--- src/rtl/toggle_edge_counter.sv ---
// Counts rising edges of a toggle-counter output as a modulo-(MAX+1) count.
// A small run/halt FSM gates counting, and a one-cycle carry marks each wrap.
module toggle_edge_counter #(
   parameter int unsigned WIDTH = 4,
   parameter int unsigned MAX   = 9
) (
   input  logic             clk,
   input  logic             reset,
   input  logic             toggle_in,
   input  logic             start,
   input  logic             stop,
   input  logic             clear,
   output logic [WIDTH-1:0] count,
   output logic             carry,
   output logic             running
);

   typedef enum logic [1:0] {
      StIdle = 2'b00,
      StRun  = 2'b01,
      StHalt = 2'b10
   } state_e;

   localparam logic [WIDTH-1:0] MaxCount = WIDTH'(MAX);

   state_e           state_q, state_d;
   logic             in_q;
   logic [WIDTH-1:0] count_q, count_d;
   logic             carry_q, carry_d;
   logic             running_q, running_d;
   logic             rise;

   assign rise = toggle_in & ~in_q;

   always_comb begin
      state_d = state_q;
      count_d = count_q;
      carry_d = 1'b0;
      if (clear) begin
         // Clear wins over everything, including a coincident rise.
         state_d = StIdle;
         count_d = '0;
      end else begin
         case (state_q)
            StIdle: begin
               count_d = '0;
               if (start) state_d = StRun;
            end
            StRun: begin
               if (rise) begin
                  if (count_q == MaxCount) begin
                     count_d = '0;
                     carry_d = 1'b1;
                  end else begin
                     count_d = count_q + WIDTH'(1);
                  end
               end
               if (stop && !start) state_d = StHalt;
            end
            StHalt: begin
               if (start) state_d = StRun;
            end
            default: begin
               state_d = StIdle;
               count_d = '0;
            end
         endcase
      end
      running_d = (state_d == StRun);
   end

   always_ff @(posedge clk or posedge reset) begin
      if (reset) begin
         state_q   <= StIdle;
         in_q      <= 1'b0;
         count_q   <= '0;
         carry_q   <= 1'b0;
         running_q <= 1'b0;
      end else begin
         state_q   <= state_d;
         in_q      <= toggle_in;
         count_q   <= count_d;
         carry_q   <= carry_d;
         running_q <= running_d;
      end
   end

   assign count   = count_q;
   assign carry   = carry_q;
   assign running = running_q;

endmodule
--- config.mk ---
export PLATFORM = sky130hd
export DESIGN_NAME = toggle_edge_counter
export DESIGN_NICKNAME = d
export VERILOG_FILES = /design/src/rtl/toggle_edge_counter.sv
export SDC_FILE = /design/constraint.sdc
export NUM_CORES = 1
export LEC_CHECK = 0
export CAP_MARGIN = 20
export CORE_AREA = 5 5 42 44
export CTS_BUF_LIST = sky130_fd_sc_hd__clkbuf_2
export DETAILED_ROUTE_END_ITERATION = 8
export DIE_AREA = 0 0 47 49
export GPL_TIMING_DRIVEN = 0
export SETUP_SLACK_MARGIN = 0.05
export SYNTH_ARGS = -nofsm -noshare
export SYNTH_HDL_FRONTEND = slang
export SYNTH_SLANG_ARGS = --single-unit
--- constraint.sdc ---
create_clock -name clk -period 2.9 [get_ports clk]
set_input_delay 0.58 -clock clk [delete_from_list [all_inputs] [get_ports clk]]
set_output_delay 0.58 -clock clk [all_outputs]
set_load 0.02 [all_outputs]
Yosys cells after proc, flatten, opt, wreduce, memory -nomap -nowiden. Index checks and enable logic that the tools add are counted.

Logic and storage cells: 31. Register bits: 9. Input port bits: 6.

Reductions and logical operators: 5. Add/subtract/negate cells: 1. Equality and inequality tests: 6. Bitwise operators: 2. Multiplexer cells: 12.

Operators by type and width (number): $mux W4 (3); $pmux W4 S2 (1); $mux W2 (3); $add A4 B1 Y4 const B (1); $eq A2 B1 Y1 const B (2); $eq A4 B4 Y1 const B (1); $mux W1 (4); $pmux W2 S2 (1); $ne A3 B3 Y1 const B (1); $eq A2 B2 Y1 const B (1); $logic_not A2 Y1 (1); $ne A2 B2 Y1 const B (1); $reduce_and A2 Y1 (1); $reduce_or A2 Y1 (1); $and A1 B1 Y1 (1); $logic_and A1 B1 Y1 (1); $logic_not A1 Y1 (1); $not A1 Y1 (1).

Depth between registers and ports, before layout. Gate-level depths: netlist of run 1.

Depth in word-level cells: 6. Gate-level depth with buffers: 6. Gate-level depth less buffers: 6.

Worst setup path after synthesis of run 1. OpenSTA, ideal clock, no wires.

Path type: input port to flip-flop. Start point: input port clear. End point: register count_q[2], in the netlist count[2]. Setup time: 0.078 ns. Path buffers: 1. Data required time: 2.822 ns. Setup slack: 1.573 ns. Arrival: 1.249 ns. Stages on the path: 5. Cell sequence: buf_2 > nor3b_2 > nand2_1 > o22ai_1 > o2bb2ai_1.

Cells in the longest elaborated chain, start to end: 2.

Ends and longest elaborated chain: start: declaration (line 12) `input logic clear,`; $ne A3 B3 Y1 (no source line) or $ne A2 B2 Y1 (tied branches); $reduce_and A2 Y1 (no source line); end signal: assignment (line 82) `count_q <= count_d;`; end: declaration (line 28) `logic [WIDTH-1:0] count_q, count_d;`.

Several ways; a longest one is shown, not always the timed one. A chain may end at the register's enable or synchronous reset.

Worst setup path in the final report of run 1.
Start point: register count_q[0], in the netlist count[0]. End point: output port count[0].

RTL lines: end: declaration (line 13) `output logic [WIDTH-1:0] count,`.

No word-level cell between the ends.

==> impl_metrics.toml, run 1 <==
[run_status]
status = "finished, final reports clean"

[sta]
slew_headroom_pct = 77.83
period_share_pct = 65.94
holdWs_ns = 0.5650
min_period_ns = 1.912
finalWorstSetupSlack_ns = 0.9877
rsz0062_at_grt = "no"
setup-tns-final_ns = 0
hold_violations = 0
finalClockSkew_ns = 0.003020
worst_pin_slew_ns = 0.3322
max_freq_mhz = 522.9
report.final.slew_viol_count = 0
finalSetupViolCount = 0

[detailed_routing]
avgRoutedWirePerCell_um = 12.40
drtIter0Drc = 1
avgViaCountPerCell = 4.814
vias = 337
ant_nets = 0
drt-total-wl_um = 868
drcViolationCount = 0
first_pass_iters = 2

[synthesis]
syn_area_um2 = 449.2
synth_top_area_share_pct = 50.14
post_synth.cell_area_avg_um2 = 11.23
synthCells = 40
synth-seq-area-share_pct = 50.14
synth_top_area_cell = "dfrtp_1"
synth_nets = 48
synth-seq-cells = 9
synth.distinct_cells = 21
yosys-top-cells-area = "dfrtp_1, ha_1, nand2b_1"
synth_warnings = 0

[setup_path]
worst-endpoint-arrival_ns = 1.33
critPathKind = "flop to output port"
crit_buf_inv = 1
slowest_stage = "clkdlybuf4s50_1"
path_cells = "clkdlybuf4s50_1"
cpPeakStageDelay_ns = 0.64
critical_path_required_ns = 2.32
end_kind = "output port"
critPathLaunchType = "flop"
worst_path_dominant_cell_family = "buffers and inverters"
cp_max_fo = 6

[power]
power_frac_clock_pct = 32.7
leakage_nw = 0.2489
p_sw_mw = 0.06462
total_power_mw = 0.2465
p_comb_share_pct = 13.3
swShare_pct = 26.22
pwr_density_cell_nw_per_um2 = 418.3
ir_drop_mv = 0.2179
power_frac_seq_pct = 54.0
internal_power_mw = 0.1819

[cts]
cts_num_sinks = 9
cts_buffers = 3
cts_tree = "built"
cts-root-buf = "clkbuf_2"
clock_latency_ns = 0.25
ctsResizeCount = 0
clk_pin_slew_ns = 0.09
clockBufferDepth = 2
postCtsSetupRepairBufs = 0
cts_htree_levels = 1
hold_buffers = 0

[placement]
numPortBuffers = 10
gp_congestion = 0.6658
hpwl_um = 655.4
dpl_worst_slack_ns = 1.101

[cells_and_area]
antenna_cells = 0
finalNetCount = 63
layout_common_cells = "clkdlybuf4s50_1, dfrtp_1, clkbuf_2"
final_util_pct = 42.05
drive_gt1_share_pct = 18.52
synthToLayoutAreaGrowth_pct = 31.20
final_common_cell = "clkdlybuf4s50_1"

[floorplan]
core-area_um2 = 1401
pin_count = 12
rows = 14
die_h_um = 49
initial_core_util_pct = 32.05
die_x_um = 47
die_area_um2 = 2303

[global_routing]
grt_overflow = 0
grt.total_usage_pct = 8.736
grt_pass1_vias = 349
antenna_found_initial = 0
grt_max_degree = 10
grt_pass1_wl_um = 1400

[flow_run]
cap_violations = 0

[worst_hold_path]
hold_path_class = "flop to flop"
==> registers in the layout, summed over array words and instances (netlist names) <==
register,flops
carry,1
running,1
count,4
in_q,1
state_q,2
==> final cells by class <==
class                   count  area (µm²)
plain buffers               1       5.005
clock buffers               4       20.02
fillers                   145       812.0
inverters                   3       11.26
multi-input cells          27       207.7
flip-flops and latches      9       225.2
well taps                  16       20.02
repair buffers             10       100.1
==> cells by family (layout without fill, tap and decap cells) <==
| kind of cell | after synthesis | count (layout) | share of synthesized area, % |
|---|---|---|---|
| adders and majority gates | 2 | 2 | 5.570 |
| buffers and inverters | 4 | 18 | 3.620 |
| DFF | 9 | 9 | 50.14 |
| AOI/OAI and AO/OA | 10 | 10 | 17.83 |
| and+or+nand+nor | 14 | 14 | 20.89 |
| xor gates and xnor gates | 1 | 1 | 1.950 |
==> routing by layer <==
metal,part of all wire (%),track usage [%],vias to the layer above
met5,0,0,-
met3,7.6,4.059,2
li1,-,-,169
met1,46,11.06,155
met4,1.2,5.530,0
met2,45,11.54,11
==> cell usage after synthesis <==
cell type,count
dfrtp_1,9
inv_1,3
nand2b_1,3
a211oi_1,2
a21oi_1,2
ha_1,2
nor2_1,2
nor2b_2,2
o22ai_1,2
o2bb2ai_1,2
a21oi_4,1
and2_1,1
buf_2,1
nand2_1,1
nand3_1,1
nand3_2,1
nand3b_1,1
nor3_1,1
nor3b_2,1
o32ai_1,1
xor2_1,1
==> power by group through the flow <==
stage	Clock [mW]	Combinational (mW)	Sequential [mW]
3_5_place_dp	0	0.0335	0.136
2_1_floorplan	0	0.0173	0.137
5_1_grt	0.0892	0.0369	0.134
4_1_cts	0.0845	0.0335	0.133
3_3_place_gp	0	0.0329	0.136
6_report	0.0807	0.0328	0.133
==> final timing paths <==
kind,from,end,slack (ns),depth (start not counted)
worst max-delay path,count[0]$_DFFE_PP0P_,count[0],0.99,1
worst min-delay path,count[2]$_DFFE_PP0P_,count[2]$_DFFE_PP0P_,0.57,1
worst max register to register,state_q[0]$_DFF_PP0_,count[0]$_DFFE_PP0P_,1.66,4
worst min register to register,count[2]$_DFFE_PP0P_,count[2]$_DFFE_PP0P_,0.57,1
max in group asynchronous,reset,count[1]$_DFFE_PP0P_,2.08,2
min in group asynchronous,reset,carry$_DFF_PP0_,0.58,2
==> stage by stage <==
stage | std cells | instance area (µm²)
6_report | 70 | 589.3
5_1_grt | 70 | 589.3
4_1_cts | 70 | 589.3
3_5_place_dp | 66 | 569.3
3_3_place_gp | 66 | 569.3
2_1_floorplan | 40 | 449.2
(Power assumes the default switching activity.)
==> run 2: changes to the inputs <==
clock period = 1.55 ns   (was 2.9 ns; I/O delays follow)
==> run 2 against run 1 <==
Via count did not move. Power rose by 86%. Sequential share of layout area rose by 0.49 points. Combinational power rose by 79%. Clock skew did not move. Setup slack got worse by 0.80 ns. Largest cell class unchanged. Highest routed layer unchanged.
==> impl_metrics.toml, run 2 (same netlist as run 1, synthesis figures left out) <==
[setup_path]
reg2reg_slack_ns = 0.31
rr_startpoint = "state_q[0]$_DFF_PP0_"
rr_endpoint = "count[0]$_DFFE_PP0P_"
worst_path_dominant_cell_family = "flip-flops"
cp.depth = 1
ff2ff_path_depth = 4
path_cells = "dlygate4sd2_1"
startpoint = "count[0]$_DFFE_PP0P_"
end_kind = "output port"
cpPeakStageDelay_ns = 0.44
cp_max_fo = 6
critPathKind = "flop to output port"
endpoint = "count[0]"
critPathLaunchType = "flop"
worst-endpoint-arrival_ns = 1.05
slowest_stage = "dfrtp_1"
critical_path_required_ns = 1.24
crit_buf_inv = 1

[cells_and_area]
antenna_cells = 0
fillerInstances = 150
fin_cells = 70
drive_gt1_share_pct = 18.52
multiInputGateArea_um2 = 207.7
final_common_cell = "dfrtp_1"
largest_reg_flops = 4
final_util_pct = 41.52
finalNetCount = 63
layout_common_cells = "dfrtp_1, dlygate4sd2_1, clkbuf_2, clkdlybuf4s50_1"
synthToLayoutAreaGrowth_pct = 29.53
seqCellArea_um2 = 225.2

[sta]
worst_pin_slew_ns = 0.3319
finalSetupViolCount = 0
hold_violations = 0
report.final.slew_viol_count = 0
finalClockSkew_ns = 0.003020
slew_headroom_pct = 77.85
max_freq_mhz = 735.5
setup-tns-final_ns = 0
holdWs_ns = 0.3071
period_share_pct = 87.72
rsz0062_at_grt = "no"
min_period_ns = 1.360

[cts]
clk_pin_slew_ns = 0.09
clock_latency_ns = 0.25
cts_buffers = 3
cts_tree = "built"
cts-root-buf = "clkbuf_2"
cts_num_sinks = 9
clockBufferDepth = 2
postCtsSetupRepairBufs = 0
cts_htree_levels = 1

[power]
leakage_nw = 0.2753
pwr_density_cell_nw_per_um2 = 787.9
ir_drop_mv = 0.4056
total_power_mw = 0.4584

[detailed_routing]
ant_nets = 0
drtIter0Drc = 1
drcViolationCount = 0
vias = 337
avgViaCountPerCell = 4.814
first_pass_iters = 2
drt-total-wl_um = 867
avgRoutedWirePerCell_um = 12.39

[run_status]
status = "finished, final reports clean"

[global_routing]
grt_pass1_vias = 349
grt_max_degree = 10
grt.total_usage_pct = 8.665
antenna_found_initial = 0
grt_overflow = 0
grt_pass1_wl_um = 1393

[floorplan]
rows = 14
die_area_um2 = 2303
pin_count = 12
core-area_um2 = 1401
initial_core_util_pct = 32.05
die_h_um = 49
die_x_um = 47

[placement]
gp_congestion = 0.6658
placed_cells = 66
numPortBuffers = 10
hpwl_um = 655.4

[flow_run]
cap_violations = 0

[worst_hold_path]
hold_path_class = "input pin to asynchronous set/reset pin"
-- run 2: repair_timing --
item / CTS / global route
hold buffers: 0 / 0
gates resized for setup: 6 / 0
endpoints found under the setup margin: 6 / 0
-- run 2: layout make-up --
class                   instances  area share, %
flip-flops and latches          9          38.71
inverters                       3          1.935
multi-input cells              27          35.70
plain buffers                   1         0.8602
well taps                      16          3.441
repair buffers                 10          15.91
clock buffers                   4          3.441
-- run 2: per-layer routing --
metal  share of wire, %  vias up  global-route usage (%)
li1                   -      169                       -
met2                 45       11                   11.54
met3                7.2        2                   3.321
met1                 47      155                   11.29
met4                1.2        0                   5.530
met5                  0        -                       0
-- run 2: worst reg2reg max path, cell delays in order (launching register included) --
cell and delay (ns):
dfrtp_1 0.44, nor2b_2 0.20, a21oi_4 0.21, nand3_2 0.14, o22ai_1 0.17
-- run 2: per-stage QoR --
stage / instance area [µm²] / setup WS, ns
CTS: 581.8 / 0.1647
global route: 581.8 / 0.1259
detailed placement: 569.3 / 0.02117
global placement: 569.3 / 0.03852
floorplan: 449.2 / 0.3316
finish: 581.8 / 0.1904
-- run 2: how the worst min path moves through the flow --
stage	start	endpoint	slack [ns]
after floorplan	reset	carry$_DFF_PP0_	0.14
after global placement	count[3]$_DFFE_PP0P_	count[3]$_DFFE_PP0P_	0.54
after detailed placement	count[2]$_DFFE_PP0P_	count[2]$_DFFE_PP0P_	0.55
after CTS	reset	carry$_DFF_PP0_	0.32
after global routing	reset	carry$_DFF_PP0_	0.35
final	reset	carry$_DFF_PP0_	0.31
-- run 2: where the power goes --
group / total (mW) / internal, mW / switching, mW
logic: 0.0587 / 0.0274 / 0.0313
registers: 0.249 / 0.242 / 0.00704
clock network: 0.151 / 0.0686 / 0.0824
